$ cat src/rtl/unified_mem_arbiter.sv
// Shares one single-ported memory between instruction fetch and data access.
// Each transaction is granted in IDLE, then runs command, fixed wait states and a one-cycle response.
module unified_mem_arbiter #(
   parameter int ADDR_WIDTH   = 32,
   parameter int DATA_WIDTH   = 32,
   parameter int MEM_LATENCY  = 2,
   parameter int STARVE_LIMIT = 4
) (
   input  logic                  clk,
   input  logic                  rst_n,
   input  logic                  if_req,
   input  logic [ADDR_WIDTH-1:0] if_addr,
   output logic                  if_ready,
   output logic [DATA_WIDTH-1:0] if_rdata,
   input  logic                  dm_req,
   input  logic                  dm_we,
   input  logic [ADDR_WIDTH-1:0] dm_addr,
   input  logic [DATA_WIDTH-1:0] dm_wdata,
   input  logic [1:0]            dm_wtype,
   output logic                  dm_ready,
   output logic [DATA_WIDTH-1:0] dm_rdata,
   output logic                  mem_en,
   output logic                  mem_we,
   output logic [ADDR_WIDTH-1:0] mem_addr,
   output logic [DATA_WIDTH-1:0] mem_wdata,
   output logic [1:0]            mem_wtype,
   input  logic [DATA_WIDTH-1:0] mem_rdata,
   output logic                  busy
);

   typedef enum logic [1:0] {IDLE, CMD, WAIT, RESP} state_t;

   localparam logic [3:0] WAIT_INIT  = 4'(MEM_LATENCY - 1);
   localparam logic [3:0] STARVE_MAX = 4'(STARVE_LIMIT);

   state_t                  state;
   state_t                  state_next;
   logic                    owner_dm;
   logic [3:0]              wait_cnt;
   logic [3:0]              starve_cnt;
   logic [ADDR_WIDTH-1:0]   addr_q;
   logic                    we_q;
   logic [DATA_WIDTH-1:0]   wdata_q;
   logic [1:0]              wtype_q;
   logic [DATA_WIDTH-1:0]   if_rdata_q;
   logic [DATA_WIDTH-1:0]   dm_rdata_q;
   logic                    any_req;
   logic                    grant_dm;

   // Data port wins unless fetch has already been passed over STARVE_LIMIT times in a row.
   assign any_req  = if_req | dm_req;
   assign grant_dm = dm_req & ~(if_req & (starve_cnt == STARVE_MAX));

   always_ff @(posedge clk or negedge rst_n) begin
      if (!rst_n) begin
         state <= IDLE;
      end else begin
         state <= state_next;
      end
   end

   always_comb begin
      state_next = state;
      mem_en     = 1'b0;
      if_ready   = 1'b0;
      dm_ready   = 1'b0;
      busy       = 1'b1;
      case (state)
         IDLE: begin
            busy = 1'b0;
            if (any_req) begin
               state_next = CMD;
            end
         end
         CMD: begin
            mem_en     = 1'b1;
            state_next = we_q ? RESP : WAIT;
         end
         WAIT: begin
            if (wait_cnt == 4'd0) begin
               state_next = RESP;
            end
         end
         RESP: begin
            if_ready   = ~owner_dm;
            dm_ready   = owner_dm;
            state_next = IDLE;
         end
         default: state_next = IDLE;
      endcase
   end

   always_ff @(posedge clk or negedge rst_n) begin
      if (!rst_n) begin
         owner_dm   <= 1'b0;
         wait_cnt   <= 4'd0;
         starve_cnt <= 4'd0;
         addr_q     <= '0;
         we_q       <= 1'b0;
         wdata_q    <= '0;
         wtype_q    <= 2'b00;
         if_rdata_q <= '0;
         dm_rdata_q <= '0;
      end else begin
         if (state == IDLE) begin
            if (!if_req || !grant_dm) begin
               starve_cnt <= 4'd0;
            end else if (starve_cnt != STARVE_MAX) begin
               starve_cnt <= starve_cnt + 4'd1;
            end
            if (any_req) begin
               owner_dm <= grant_dm;
               addr_q   <= grant_dm ? dm_addr : if_addr;
               we_q     <= grant_dm & dm_we;
               if (grant_dm) begin
                  wdata_q <= dm_wdata;
                  wtype_q <= dm_wtype;
               end
            end
         end
         // Read data is captured on the edge that ends the last wait cycle.
         if (state == CMD) begin
            wait_cnt <= WAIT_INIT;
         end else if (state == WAIT) begin
            if (wait_cnt != 4'd0) begin
               wait_cnt <= wait_cnt - 4'd1;
            end else if (owner_dm) begin
               dm_rdata_q <= mem_rdata;
            end else begin
               if_rdata_q <= mem_rdata;
            end
         end
      end
   end

   assign mem_addr  = addr_q;
   assign mem_we    = we_q & mem_en;
   assign mem_wdata = wdata_q;
   assign mem_wtype = wtype_q;
   assign if_rdata  = if_rdata_q;
   assign dm_rdata  = dm_rdata_q;

endmodule

$ cat config.mk
export PLATFORM = sky130hd
export DESIGN_NAME = unified_mem_arbiter
export DESIGN_NICKNAME = d
export VERILOG_FILES = /design/src/rtl/unified_mem_arbiter.sv
export SDC_FILE = /design/constraint.sdc
export NUM_CORES = 1
export LEC_CHECK = 0
export ABC_AREA = 0
export CAP_MARGIN = 20
export CORE_MARGIN = 2
export CORE_UTILIZATION = 38
export DETAILED_ROUTE_END_ITERATION = 7
export PLACE_DENSITY = 0.85
export REMOVE_ABC_BUFFERS = 1
export SYNTH_ARGS = -nofsm -noshare
export SYNTH_HDL_FRONTEND = slang
export SYNTH_SLANG_ARGS = --single-unit
$ cat constraint.sdc
create_clock -name clk -period 2.1 [get_ports clk]
set_clock_uncertainty 0.2 [all_clocks]
set_input_delay 0.315 -clock clk [delete_from_list [all_inputs] [get_ports clk]]
set_output_delay 0.315 -clock clk [all_outputs]
set_load 0.03 [all_outputs]
# ---- Word-level counts from Yosys, hierarchy flattened
# Cells that the tools add are included.
dict set report classes {
  n_reduce_logical 16
  n_mux 14
  n_addsub 2
  eq_ne 7
  bitwise_logic 9
}
# cell count
set ops {}
lappend ops {{2-to-1 mux 32 bit} 1}
lappend ops {{2-to-1 mux 4 bit} 5}
lappend ops {{case mux 2 bit (4 select lines)} 1}
lappend ops {{AND reduction 2 bit} 4}
lappend ops {{AND reduction 4 bit} 2}
lappend ops {{nonzero test 2 bit} 3}
lappend ops {{2-to-1 mux 1 bit} 5}
lappend ops {{adder 4 x 1 -> 4 bit, second input constant} 1}
lappend ops {{AND 1 bit} 4}
lappend ops {{equality test 2 bit, second input constant} 2}
lappend ops {{equality test 4 x 3 -> 1 bit, second input constant} 1}
lappend ops {{zero test 4 bit} 1}
lappend ops {{2-to-1 mux 2 bit} 2}
lappend ops {{!= test 2 bit, second input constant} 2}
lappend ops {{!= test 4 x 3 -> 1 bit, second input constant} 1}
lappend ops {{inverter 1 bit} 4}
lappend ops {{nonzero test 4 bit} 1}
lappend ops {{subtractor 4 x 1 -> 4 bit, second input constant} 1}
lappend ops {{AND reduction 3 bit} 1}
lappend ops {{equality test 2 x 1 -> 1 bit, second input constant} 1}
lappend ops {{zero test 1 bit} 2}
lappend ops {{zero test 2 bit} 1}
lappend ops {{logical OR 1 bit} 1}
lappend ops {{bitwise OR 1 bit} 1}
dict set report totals {
  out_inout_bits 135
  elab_cells 58
  ff_bits 142
}

# ---- Logic depth before layout (Yosys ltp)
dict set report depth {
  word_depth 8
  mapped_depth 7
  ltp_nobuf 5
}

# ---- Worst setup path before layout
# OpenSTA, ideal clock, no wires.
dict set report synth_path {
  path_type {flip-flop to flip-flop}
  start {register wait_cnt[0]}
  end {register if_rdata_q[21] (netlist: if_rdata[21])}
  path_stages_with_launch 8
  setup_ns 0.125
  arrival_ns 2.005
  period_less_slack_ns 2.330
  slack_ns -0.230
  n_path_buf 2
  cell_sequence {dfrtp_1 -> inv_1 -> ha_1 -> or3b_1 -> buf_6 -> nor4b_4 -> buf_6 -> mux2_2}
}
dict set report synth_via {
  elab_chain_len 3
}
# item line_no
set synth_lines {}
lappend synth_lines {{from (decl)} 39} ;# logic [3:0] wait_cnt;
lappend synth_lines {{from (signal assigned)} 126} ;# wait_cnt <= wait_cnt - 4'd1;
lappend synth_lines {{nonzero test 4 bit} 125} ;# if (wait_cnt != 4'd0) begin
lappend synth_lines {{inverter 1 bit (no source line)} -}
lappend synth_lines {{AND reduction 4 bit (no source line)} -}
lappend synth_lines {{to (signal assigned)} 130} ;# if_rdata_q <= mem_rdata;
lappend synth_lines {{to (decl)} 45} ;# logic [DATA_WIDTH-1:0] if_rdata_q;
# Every way passes these cells.
# A chain may end at the register's enable or synchronous reset.

# ---- Worst setup path in the final report
dict set report layout_path {
  start {register wait_cnt[1]}
  end {register if_rdata_q[24] (netlist: if_rdata[24])}
}
# Same word-level chain as after synthesis.

==> impl_metrics.json <==
{
  "status": "finished with violations",
  "violations": "setup timing",
  "via_count": 4990,
  "min_period_ns": 2.22,
  "design_area_mm2": 0.00992,
  "layout-drive-gt1-share_pct": 22.7,
  "num_rows": 45,
  "cts.root.buffer_cell": "clkbuf_16",
  "arrival_ns": 2.31,
  "dp_cells": 944,
  "fin_crit_sh_pct": 106,
  "p_leak_nw": 4.13,
  "fin_util_pct": 64.8,
  "cap_violations": 0,
  "worst_slew_pin_slew_ns": 0.501,
  "dieArea_mm2": 0.0168,
  "critical_path_depth": 7,
  "fin_ws_ns": -0.118,
  "place_congestion": 0.828,
  "initial_utilization_pct": 39.2,
  "setup-violations-final": 32,
  "whs_ns": 0.235,
  "grt-ovfl-total": 0,
  "cp.required_ns": 2.20,
  "crit_start": "wait_cnt[1]$_DFFE_PN0P_",
  "antenna_found_initial": 0,
  "avgSynthCellArea_um2": 12.8,
  "drtIter0Drc": 246,
  "dp_hpwl_um": 12800,
  "placed_cell_area_mm2": 0.00911,
  "clkSinkCount": 142,
  "max_freq_ghz": 0.451,
  "crit_slowest_cell": "dfrtp_1",
  "cpPeakStageDelay_ns": 0.39,
  "fill_cells": 1102,
  "p_per_area_mw_per_mm2": 1720,
  "synth_top_cell_by_area": "dfrtp_1",
  "critPathMostFrequentCell": "buf_6",
  "synth_edf_count": 0,
  "power.ir.vdd_worst_uv": 837,
  "crit_fanout": 8,
  "tritoncts": "built",
  "dieHeight_um": 130,
  "async_flop_share_pct": 100,
  "htree_levels": 4,
  "r2r.worst_path.cells": 7,
  "worstSetupEndpointType": "flop",
  "clk_latency_ns": 0.41,
  "netlist_instances": 470,
  "vias_per_cell": 5.08,
  "fp.dieW_um": 130,
  "crit_chain": "inv_2 -> ha_4 -> or3b_4 -> nor4b_4 -> buf_6 -> buf_6 -> mux2_2",
  "startpoint_type": "flop",
  "clockBufferDepth": 2,
  "pre_cts_slack_ns": -0.197,
  "nNetsFinal": 903,
  "synth.distinct_cells": 33,
  "grt_max_degree": 52,
  "groute.usage.overall_pct": 20.5,
  "synth.top_cells.by_area": "dfrtp_1, mux2_2, nand2_1, o211ai_1, nand4_1",
  "antenna_cells": 0,
  "io_pins": 270,
  "finalHoldViolCount": 0,
  "drv_slew": 0,
  "synth_area_mm2": 0.00600,
  "hold_class": "input port to asynchronous set/reset pin",
  "numCtsBuffers": 17,
  "r2r_start": "wait_cnt[1]$_DFFE_PN0P_",
  "portBuffers": 269,
  "area_delta_synth_final_pct": 65.3,
  "critPathTopFamily": "simple AND/OR/NAND/NOR gates",
  "ant_nets": 0,
  "regArea_mm2": 0.00355,
  "drc": 0,
  "firstDrtPassIters": 4,
  "instances_no_fill": 982,
  "post_drt_wl_per_cell_um": 18.3,
  "yosysSeqAreaShare_pct": 59.2,
  "synth-seq-cells": 142,
  "grt_pass1_wl_um": 26600,
  "synth_top_cells_by_count": "dfrtp_1, mux2_2, nand2_1",
  "yosysMostFrequentCell": "dfrtp_1",
  "multi_input_area_mm2": 0.00237,
  "routed_wl_um": 18000,
  "core_area_mm2": 0.0153,
  "rsz0062_at_grt": "yes",
  "cp_num_buf_inv": 3,
  "synthDominantCellAreaShare_pct": 59.2,
  "synthFlopType": "dfrtp_1",
  "totalPowerFinal_mw": 17.1,
  "synth_warnings": 0,
  "criticalPathCategory": "flop to flop",
  "path_clk_slew_ns": 0.06,
  "setup_tns_ns": -2.97,
  "relSlewSlack_pct": 66.6,
  "first_global_vias": 5244
}
-- sequential cells by signal, summed over array words and instances (netlist names) --
register	count
state	2
mem_wtype	2
we_q	1
owner_dm	1
dm_rdata	32
mem_wdata	32
mem_addr	32
starve_cnt	4
if_rdata	32
wait_cnt	4
-- final timing paths --
check,to,slack [ns]
setup / recovery,if_rdata[24]$_DFFE_PN0P_,-0.12
setup reg to reg,if_rdata[24]$_DFFE_PN0P_,-0.12
hold / removal,if_rdata[31]$_DFFE_PN0P_,0.24
hold reg to reg,we_q$_DFFE_PN0P_,0.27
min in group clk,mem_addr[9]$_DFFE_PN0P_,0.27
max in group asynchronous,if_rdata[21]$_DFFE_PN0P_,0.86
-- cells in the final DEF (no fill, tap or decap), types with 3 or more instances in the layout --
cell type / count
mux2i_1: 6
nor2_1: 4
dfrtp_1: 142
nand2_1: 68
and2_1: 3
ha_1: 6
buf_12: 8
inv_6: 3
buf_4: 23
nor2b_1: 4
nand4_1: 34
nor3_1: 3
o211ai_1: 32
clkbuf_16: 19
clkdlybuf4s50_1: 263
mux2_4: 22
o22ai_1: 3
nand3_1: 3
clkinv_4: 3
buf_6: 3
inv_1: 7
bufinv_16: 3
mux2_2: 75
-- cell type report --
| type | count | area share, % |
|---|---|---|
| flip-flops and latches | 142 | 35.8 |
| repair buffers | 305 | 31.3 |
| multi-input cells | 285 | 23.9 |
| clock buffers | 18 | 4.33 |
| well taps | 211 | 2.66 |
| clock inverters | 12 | 1.64 |
| inverters | 9 | 0.341 |
-- worst reg2reg max path: stages, from the launching register on --
cell and delay [ns]:
dfrtp_1 0.39, inv_2 0.08, ha_4 0.12, or3b_4 0.39, nor4b_4 0.23, buf_6 0.17, buf_6 0.17, mux2_2 0.34
-- what timing repair did --
action / 4_1_cts / 5_1_grt
cloned: 0 / 3
hold buffers: 1 / 0
hold endpoints to repair: 47 / 0
setup endpoints to repair: 37 / 39
setup buffers: 0 / 4
resized for setup: 15 / 31
-- power by group --
group	internal (mW)	total (mW)	switching, mW
Combinational	4.19	9.10	4.91
Clock	1.87	3.04	1.17
Sequential	4.13	4.93	0.797
-- logic make-up after synthesis --
kind of cell | after synthesis | synth area share, %
AOI/OAI and AO/OA | 44 | 5.47
DFF | 142 | 59.2
and+or+nand+nor | 128 | 10.7
adders and majority gates | 8 | 1.67
muxes | 105 | 19.6
buffers and inverters | 43 | 3.34
-- metal layers --
layer  vias up  GRT usage (%)  share of wire [%]
li1       2267              -                  -
met1      2457           22.2                 36
met2       239           36.9                 53
met3        27           6.98                8.7
met4         0           7.65                2.0
met5         -              0                  0
Power figures use the tool's default switching activity.
